<file path="config.mk">
export PLATFORM = sky130hd
export DESIGN_NAME = pipe_ctrl
export DESIGN_NICKNAME = d
export VERILOG_FILES = /design/src/rtl/pipe_ctrl_pkg.sv /design/src/rtl/pipe_ctrl_sat_counter.sv /design/src/rtl/pipe_ctrl.sv
export SDC_FILE = /design/constraint.sdc
export NUM_CORES = 1
export LEC_CHECK = 0
export ABC_AREA = 1
export CELL_PAD_IN_SITES_DETAIL_PLACEMENT = 1
export CELL_PAD_IN_SITES_GLOBAL_PLACEMENT = 2
export CORE_ASPECT_RATIO = 0.75
export CORE_UTILIZATION = 25
export CTS_BUF_LIST = sky130_fd_sc_hd__clkbuf_8
export CTS_CLUSTER_SIZE = 28
export DETAILED_ROUTE_END_ITERATION = 7
export GPL_ROUTABILITY_DRIVEN = 0
export PLACE_DENSITY = 0.76
export SLEW_MARGIN = 20
export SYNTH_ARGS = -nofsm -noshare
export SYNTH_HDL_FRONTEND = slang
export SYNTH_HIERARCHICAL = 1
export SYNTH_SLANG_ARGS = --single-unit
</file>
<file path="constraint.sdc">
create_clock -name clk -period 3.55 [get_ports clk]
set_input_delay 0.355 -clock clk [delete_from_list [all_inputs] [get_ports clk]]
set_output_delay 0.355 -clock clk [all_outputs]
set_load 0.005 [all_outputs]
</file>
<file path="src/rtl/pipe_ctrl_pkg.sv">
// Shared definitions for the pipeline controller: reset level, zero word,
// stall freeze-vector encodings, FSM state codes and the stall priority encoder.
package pipe_ctrl_pkg;

  // Reset level and common constants
  localparam logic        RstEnable  = 1'b1;
  localparam logic        RstDisable = 1'b0;
  localparam logic [31:0] ZeroWord   = 32'h0000_0000;

  // Freeze vector: bit0 PC, bit1 IF/ID, bit2 ID/EX, bit3 EX/MEM, bit4 MEM/WB, bit5 WB.
  // A stalled stage also freezes every stage upstream of it.
  localparam logic [5:0] STALL_NONE = 6'b000000;
  localparam logic [5:0] STALL_IF   = 6'b000011;
  localparam logic [5:0] STALL_ID   = 6'b000111;
  localparam logic [5:0] STALL_EX   = 6'b001111;
  localparam logic [5:0] STALL_MEM  = 6'b011111;
  localparam logic [5:0] STALL_ALL  = 6'b111111;

  // Controller states: normal running, waiting for the data bus to go idle
  // before redirecting, and the single redirect/flush cycle.
  typedef enum logic [1:0] {
    ST_RUN   = 2'b00,
    ST_DRAIN = 2'b01,
    ST_FLUSH = 2'b10
  } state_e;

  // Priority encoder for stall requests: the most downstream requester wins,
  // since its freeze pattern covers all upstream stages anyway.
  function automatic logic [5:0] stall_encode(
    input logic req_if,
    input logic req_id,
    input logic req_ex,
    input logic req_mem
  );
    logic [5:0] v;
    if (req_mem) begin
      v = STALL_MEM;
    end else if (req_ex) begin
      v = STALL_EX;
    end else if (req_id) begin
      v = STALL_ID;
    end else if (req_if) begin
      v = STALL_IF;
    end else begin
      v = STALL_NONE;
    end
    return v;
  endfunction

endpackage

</file>
<file path="src/rtl/pipe_ctrl_sat_counter.sv">
// Saturating up-counter used for the stalled-cycle performance counter.
// Clear wins over increment; the count sticks at all-ones.
module sat_counter
  import pipe_ctrl_pkg::*;
#(
  parameter int CNT_W = 32
) (
  input  logic             clk,
  input  logic             rst,
  input  logic             inc,
  input  logic             clr,
  output logic [CNT_W-1:0] cnt
);

  localparam logic [CNT_W-1:0] CNT_MAX = '1;
  localparam logic [CNT_W-1:0] CNT_ONE = {{(CNT_W-1){1'b0}}, 1'b1};
  localparam logic [CNT_W-1:0] CNT_ZERO = '0;

  logic [CNT_W-1:0] r_cnt;
  logic [CNT_W-1:0] w_cnt_next;

  // Next count: clear first, then saturating increment, else hold
  always_comb begin
    w_cnt_next = r_cnt;
    if (clr) begin
      w_cnt_next = CNT_ZERO;
    end else if (inc && (r_cnt != CNT_MAX)) begin
      w_cnt_next = r_cnt + CNT_ONE;
    end else begin
      w_cnt_next = r_cnt;
    end
  end

  // Count register with synchronous reset
  always_ff @(posedge clk) begin
    if (rst == RstEnable) begin
      r_cnt <= CNT_ZERO;
    end else begin
      r_cnt <= w_cnt_next;
    end
  end

  assign cnt = r_cnt;

endmodule

</file>
<file path="src/rtl/pipe_ctrl.sv">
// Pipeline stall/flush controller. Merges per-stage stall requests into a
// freeze vector, sequences precise exceptions (optionally draining an
// outstanding data-bus access first) into a one-cycle flush with redirect,
// and counts cycles in which the PC is frozen.
module pipe_ctrl
  import pipe_ctrl_pkg::*;
#(
  parameter int CNT_W = 32
) (
  input  logic             clk,
  input  logic             rst,
  input  logic             stallreq_if,
  input  logic             stallreq_id,
  input  logic             stallreq_ex,
  input  logic             stallreq_mem,
  input  logic             excp_valid,
  input  logic [31:0]      excp_pc,
  input  logic             bus_busy,
  input  logic             cnt_clr,
  output logic [5:0]       stall,
  output logic             flush,
  output logic [31:0]      new_pc,
  output logic [CNT_W-1:0] stall_cnt
);

  state_e      r_state;
  state_e      w_next_state;
  logic [31:0] r_excp_pc;
  logic [31:0] r_new_pc;
  logic        r_flush;
  logic [5:0]  w_stall;
  logic [5:0]  w_stall_fsm;
  logic        w_latch_pc;
  logic [31:0] w_redirect_pc;
  logic        w_enter_flush;

  // Next-state and freeze-vector decode; an exception in RUN freezes the whole
  // pipe and captures its handler address in the same cycle
  always_comb begin
    w_next_state  = r_state;
    w_stall_fsm   = STALL_NONE;
    w_latch_pc    = 1'b0;
    w_redirect_pc = r_excp_pc;
    case (r_state)
      ST_RUN: begin
        if (excp_valid) begin
          w_stall_fsm   = STALL_ALL;
          w_latch_pc    = 1'b1;
          w_redirect_pc = excp_pc;
          if (bus_busy) begin
            w_next_state = ST_DRAIN;
          end else begin
            w_next_state = ST_FLUSH;
          end
        end else begin
          w_stall_fsm  = stall_encode(stallreq_if, stallreq_id, stallreq_ex, stallreq_mem);
          w_next_state = ST_RUN;
        end
      end
      ST_DRAIN: begin
        // Further exceptions are ignored here: the first one owns the redirect
        w_stall_fsm = STALL_ALL;
        if (bus_busy) begin
          w_next_state = ST_DRAIN;
        end else begin
          w_next_state = ST_FLUSH;
        end
      end
      ST_FLUSH: begin
        w_stall_fsm  = STALL_NONE;
        w_next_state = ST_RUN;
      end
      default: begin
        // Unreachable encoding: recover to RUN without freezing anything
        w_stall_fsm  = STALL_NONE;
        w_next_state = ST_RUN;
      end
    endcase
  end

  // Freeze vector is forced clear while reset is held
  always_comb begin
    w_stall = STALL_NONE;
    if (rst == RstEnable) begin
      w_stall = STALL_NONE;
    end else begin
      w_stall = w_stall_fsm;
    end
  end

  assign w_enter_flush = (w_next_state == ST_FLUSH);

  // State, exception-address latch and registered flush/redirect outputs;
  // reset in DRAIN or FLUSH simply returns to RUN, so no flush follows
  always_ff @(posedge clk) begin
    if (rst == RstEnable) begin
      r_state   <= ST_RUN;
      r_excp_pc <= ZeroWord;
      r_new_pc  <= ZeroWord;
      r_flush   <= 1'b0;
    end else begin
      r_state <= w_next_state;
      r_flush <= w_enter_flush;
      if (w_latch_pc) begin
        r_excp_pc <= excp_pc;
      end
      if (w_enter_flush) begin
        r_new_pc <= w_redirect_pc;
      end
    end
  end

  // Stalled-cycle counter: counts every cycle in which the PC is frozen
  sat_counter #(
    .CNT_W (CNT_W)
  ) u_stall_cnt (
    .clk (clk),
    .rst (rst),
    .inc (w_stall[0]),
    .clr (cnt_clr),
    .cnt (stall_cnt)
  );

  assign stall  = w_stall;
  assign flush  = r_flush;
  assign new_pc = r_new_pc;

endmodule

</file>
==> results.toml, run 1 <==
[hold_path]
min_to = "r_state[0]"
hold_path_startpoint = "rst"
min_path_cells = 3
hold_class = "primary input to flop"

[global_route]
grt-ovfl-total = 0
grt_first_pass_wirelength_um = 25900
grt_pass1_vias = 4965
grt_use_total_pct = 16.5
antenna_found_initial = 0
grt_max_degree = 68

[cells_and_area]
fin_cells = 1043
drive_above_1_share_pct = 9.17
syn2layout_area_growth_pct = 29.2
finalNetCount = 833
diodes = 0
fillCellCount = 2341

[yosys]
synth_area_leaders = "dfxtp_1 40%, nand2_1 11%, nand3_1 9.7%, a21oi_1 8.0%, inv_1 7.0%"
synth-seq-cells = 99
yosysWarnings = 6
synth_cell_types = 30
ys_seq_area_share_pct = 40.5
synth_top_cell_by_area = "dfxtp_1"
yosysMostFrequentCell = "nand2_1"
ys.flop_type = "dfxtp_1"
synth_fp_nets = 740
synth_area_um2 = 4890
avgSynthCellArea_um2 = 7.01
ys_top_cells_by_count = "144 x nand2_1, 99 x dfxtp_1, 95 x nand3_1"
synth.top_cell.area_share_pct = 40.5
async_reset_ff_share_pct = 0
synth_edf_count = 0
synthCells = 698

[place]
dpl_worst_slack_ns = 0.871
dp_hpwl_um = 11600
io_buffers = 111
placed_cells = 1027

[clock_tree]
clk_latency_ns = 0.39
cts_inserted_buffers = 9
cts_setup_buffers = 0
cts_resized = 0
clockBufferDepth = 2
ctsHoldBuffers = 0
h-tree-depth = 3
cts_root_buf = "clkbuf_8"
cts.clk_slew.worst_paths_ns = 0.11
numClockSinks = 99
cts_tree = "yes"

[power]
ir_drop_mv = 0.173
p_leak_nw = 2.41
powerDensity_nw_per_um2 = 369

[drt]
vias = 4833
firstDrtPassIters = 4
drtIter0Drc = 179
antenna_left = 0
wire_per_inst_um = 15.2
wirelength_um = 15900
via_per_inst = 4.63
drc = 0

[critical_path]
setup.worst_path.start_class = "flop"
path_cells = "or2_2 > a21oi_2 > clkdlybuf4s50_1"
critPathMaxStageDelay_ns = 0.64
reg2reg_to = "new_pc[5]"
crit_path_end_kind = "primary output"
crit_start = "r_state[1]"
r2r_slack_ns = 1.20
path_max_fanout = 11
worstRegToRegCells = 6
arrival_ns = 2.26
crit_slowest_cell = "clkdlybuf4s50_1"
crit_required_ns = 3.19
rr_startpoint = "r_state[1]"
crit_type = "flop to primary output"

[timing]
worstMarginPinSlew_ns = 0.877
finalSetupTns_ns = 0
fin_ws_ns = 0.931
post-route-min-period_ns = 2.62
fmax_ghz = 0.382
drv_slew = 0
rsz0062_at_grt = "false"
final_hold_viol_count = 0
finalSetupViolCount = 0
timing.final.crit_share_pct = 73.8
skew_ns = 0.0148
maxSlewHeadroom_pct = 41.4

[floorplan]
rows = 43
ioPinCount = 112
die_height_um = 123
dieArea_um2 = 20100
design.core.area_um2 = 18800
initial_utilization_pct = 26.0
fp.dieW_um = 164

[job]
drv_cap = 0

[outcome]
outcome = "complete, no violations"
-- critical path: cells and delay by family (launching register included) --
| kind | cells | cell delay (ns) |
|---|---|---|
| simple gates | 1 | 0.37 |
| flops | 1 | 0.37 |
| buf+inv | 1 | 0.64 |
| compound gates | 1 | 0.49 |
-- per-layer routing --
layer / global-route usage [%] / vias to the layer above / wire length (µm)
li1: - / 2422 / -
met3: 3.72 / 9 / 574
met1: 22.4 / 2323 / 8110
met4: 3.70 / 0 / 154
met2: 26.7 / 79 / 7070
met5: 0 / - / 0
-- cells in the final DEF, fill, tap and decap left out --
cell type / count
nand3_1: 95
dfxtp_1: 99
inv_2: 2
nand3b_1: 2
clkbuf_8: 9
inv_1: 91
clkinvlp_4: 1
inv_8: 2
clkdlybuf4s50_1: 110
bufinv_16: 1
o21ai_0: 2
clkinv_8: 1
nand3_2: 4
nor2_4: 9
a21oi_2: 13
nand2_1: 144
xor2_1: 1
and2_1: 2
inv_6: 1
nand4_1: 14
buf_4: 4
buf_2: 1
nor2_1: 74
xnor2_1: 1
or2_2: 2
nand2_2: 8
a21oi_1: 77
nand3b_4: 1
clkinv_4: 1
nor2_2: 9
nand2_4: 4
nor3_1: 6
a31oi_1: 4
ha_1: 1
-- area by class of cell --
type,count,area (µm²),share of cell area (%)
multi-input combinational,473,2330,36.8
sequential,99,1980,31.3
timing repair buffer,115,1140,18.0
inverter,93,349,5.52
tap,247,309,4.89
clock buffer,9,124,1.96
clock inverter,7,93.8,1.48
-- stage by stage --
| stage | utilization [%] | hold slack, ns | instance area [µm²] | total power, mW |
|---|---|---|---|---|
| final | 33.6 | 0.316 | 6320 | 2.34 |
| after global routing | 33.6 | 0.331 | 6320 | 2.46 |
| after CTS | 33.6 | 0.301 | 6320 | 2.38 |
| after detailed placement | 32.4 | 0.466 | 6100 | 1.55 |
| after global placement | 32.4 | 0.456 | 6100 | 1.54 |
| after floorplan | - | 0.446 | 4890 | 1.40 |
-- kinds of logic after synthesis --
logic type | after synthesis | synth area share, %
buffers and inverters | 126 | 12.0
XOR/XNOR | 2 | 0.358
adder cells (fa/ha/maj) | 1 | 0.256
flip-flops | 99 | 40.5
AO/OA/AOI/OAI | 96 | 10.8
AND/OR/NAND/NOR | 374 | 36.0
-- power breakdown --
group	internal [mW]	switching [mW]	total, mW	leakage, nW
clock network	0.346	0.466	0.812	0.107
logic	0.156	0.178	0.334	1.49
registers	1.16	0.0254	1.19	0.809
total	1.67	0.670	2.34	2.41
-- how the worst max path moves through the flow --
stage                                to  slack [ns]  cells after the start
detailed placement  u_stall_cnt/cnt[14]        0.87                     12
CTS                            stall[1]        0.85                      3
global route                   stall[1]        0.81                      3
finish                         stall[1]        0.93                      3
global placement               stall[1]        0.88                      6
floorplan           u_stall_cnt/cnt[23]        1.60                     10
-- flip-flops by register name (all words and copies together), names as in the netlist --
name,flops
new_pc,32
r_excp_pc,32
u_stall_cnt/cnt,32
r_state,2
flush,1
(Power assumes the default switching activity.)
==> run 2, diff against run 1 <==
Settings changed: PLACE_DENSITY 0.76 to 0.79.
Clock period 3.55 ns to 2.3 ns, I/O delays scaled along.
==> run 2 against run 1 <==
Compared with the run above: total power increased by 55%; first-iteration DRC count grew 37%; final cell count increased by 0.96%.
==> results.toml, run 2 (synthesis results as in run 1) <==
[outcome]
outcome = "complete, no violations"

[floorplan]
die_height_um = 123
dieArea_um2 = 20100
design.core.area_um2 = 18800
ioPinCount = 112
fp.dieW_um = 164
initial_utilization_pct = 26.0
rows = 43

[drt]
drtIter0Drc = 245
drc = 0
via_per_inst = 4.48
wire_per_inst_um = 14.4
wirelength_um = 15200
firstDrtPassIters = 6
antenna_left = 0
vias = 4716

[job]
drv_cap = 0

[cells_and_area]
drive_above_1_share_pct = 10.4
fin_cells = 1053
layout_common_cells = "144 x nand2_1, 110 x clkdlybuf4s50_1, 98 x dfxtp_1"
final_common_cell = "nand2_1"
diodes = 0
syn2layout_area_growth_pct = 32.0
finalNetCount = 843

[timing]
maxSlewHeadroom_pct = 48.8
worstMarginPinSlew_ns = 0.768
post-route-min-period_ns = 2.16
drv_slew = 0
timing.final.crit_share_pct = 93.7
finalSetupViolCount = 0
finalSetupTns_ns = 0
skew_ns = 0.0169
fmax_ghz = 0.464
whs_ns = 0.220
rsz0062_at_grt = "false"
final_hold_viol_count = 0

[clock_tree]
clk_latency_ns = 0.39
ctsHoldBuffers = 0
cts_inserted_buffers = 9
numClockSinks = 99
cts.clk_slew.worst_paths_ns = 0.11
h-tree-depth = 3
clockBufferDepth = 2
cts_tree = "yes"
cts_root_buf = "clkbuf_8"

[place]
placed_cells = 1035
io_buffers = 111
dp_hpwl_um = 11000

[global_route]
antenna_found_initial = 0
grt_max_degree = 67
grt-ovfl-total = 0
grt_pass1_vias = 4392
grt_use_total_pct = 15.7
grt_first_pass_wirelength_um = 24100

[power]
clkPwrFrac_pct = 34.4
p_comb_share_pct = 15.0
ir_drop_mv = 0.226
p_sw_share_pct = 28.2
p_seq_share_pct = 50.6
power.internal_mw = 2.60
powerDensity_nw_per_um2 = 561
p_leak_nw = 2.48
p_sw_mw = 1.02

[critical_path]
arrival_ns = 1.93
path_max_fanout = 12
path_cells = "or2_4 > a21oi_4 > buf_12 > clkdlybuf4s50_1"
crit_slowest_cell = "clkdlybuf4s50_1"
critPathMaxStageDelay_ns = 0.52
crit_required_ns = 2.07
setup.worst_path.start_class = "flop"
crit_type = "flop to primary output"
critical_path.top_delay_family = "buffers and inverters"
path_buf_inv = 2
crit_path_end_kind = "primary output"

[hold_path]
hold_class = "primary input to flop"
==> run 2: power by group through the flow <==
| stage | Combinational [mW] | Clock, mW | Sequential [mW] |
|---|---|---|---|
| detailed placement | 0.534 | 0 | 1.87 |
| CTS | 0.551 | 1.32 | 1.84 |
| global route | 0.604 | 1.40 | 1.84 |
| global placement | 0.530 | 0 | 1.87 |
| floorplan | 0.285 | 0 | 1.87 |
| finish | 0.541 | 1.25 | 1.83 |
==> run 2: worst reg2reg max path: stages, from the launching register on <==
cell and delay, ns:
dfxtp_1 0.37, or2_4 0.30, a21oi_4 0.18, buf_12 0.17, nand3_1 0.11, inv_1 0.17, nand2_1 0.10, nor2_1 0.18
nand3_2 0.10, nand2_1 0.08, nor2_1 0.03
==> run 2: repair_timing <==
action,in CTS,in global routing
resized for setup,1,2
setup endpoints to repair,2,2
cloned,1,0
buffers inserted,1,0
==> run 2: path summary, 6_finish.rpt <==
check,from,slack (ns),depth (start not counted),to
setup / recovery,r_state[1],0.14,4,stall[0]
hold / removal,rst,0.22,3,r_state[0]
setup reg to reg,r_state[1],0.41,10,u_stall_cnt/cnt[20]
hold reg to reg,r_excp_pc[20],0.48,2,r_excp_pc[20]
==> run 2: through the flow <==
stage / total power, mW / instance area [µm²] / util (%) / worst slack [ns]
floorplan: 2.16 / 4890 / - / 0.349
global placement: 2.40 / 6190 / 32.9 / 0.0908
detailed placement: 2.41 / 6190 / 32.9 / 0.0160
CTS: 3.70 / 6450 / 34.3 / 0.00946
global route: 3.85 / 6460 / 34.3 / 0.0281
finish: 3.62 / 6460 / 34.3 / 0.144
==> run 2: area by class of cell <==
cell class / instances / area (µm²)
inverters: 93 / 349
fillers: 2333 / 12400
repair buffers: 125 / 1260
flip-flops and latches: 99 / 1980
multi-input cells: 473 / 2340
clock inverters: 7 / 93.8
clock buffers: 9 / 124
well taps: 247 / 309
==> run 2: routing by layer <==
metal	vias up	global-route usage [%]	wire, µm
met5	-	0	0
met4	0	4.11	157
met2	87	22.2	6350
li1	2429	-	-
met1	2188	22.9	7860
met3	12	4.39	820
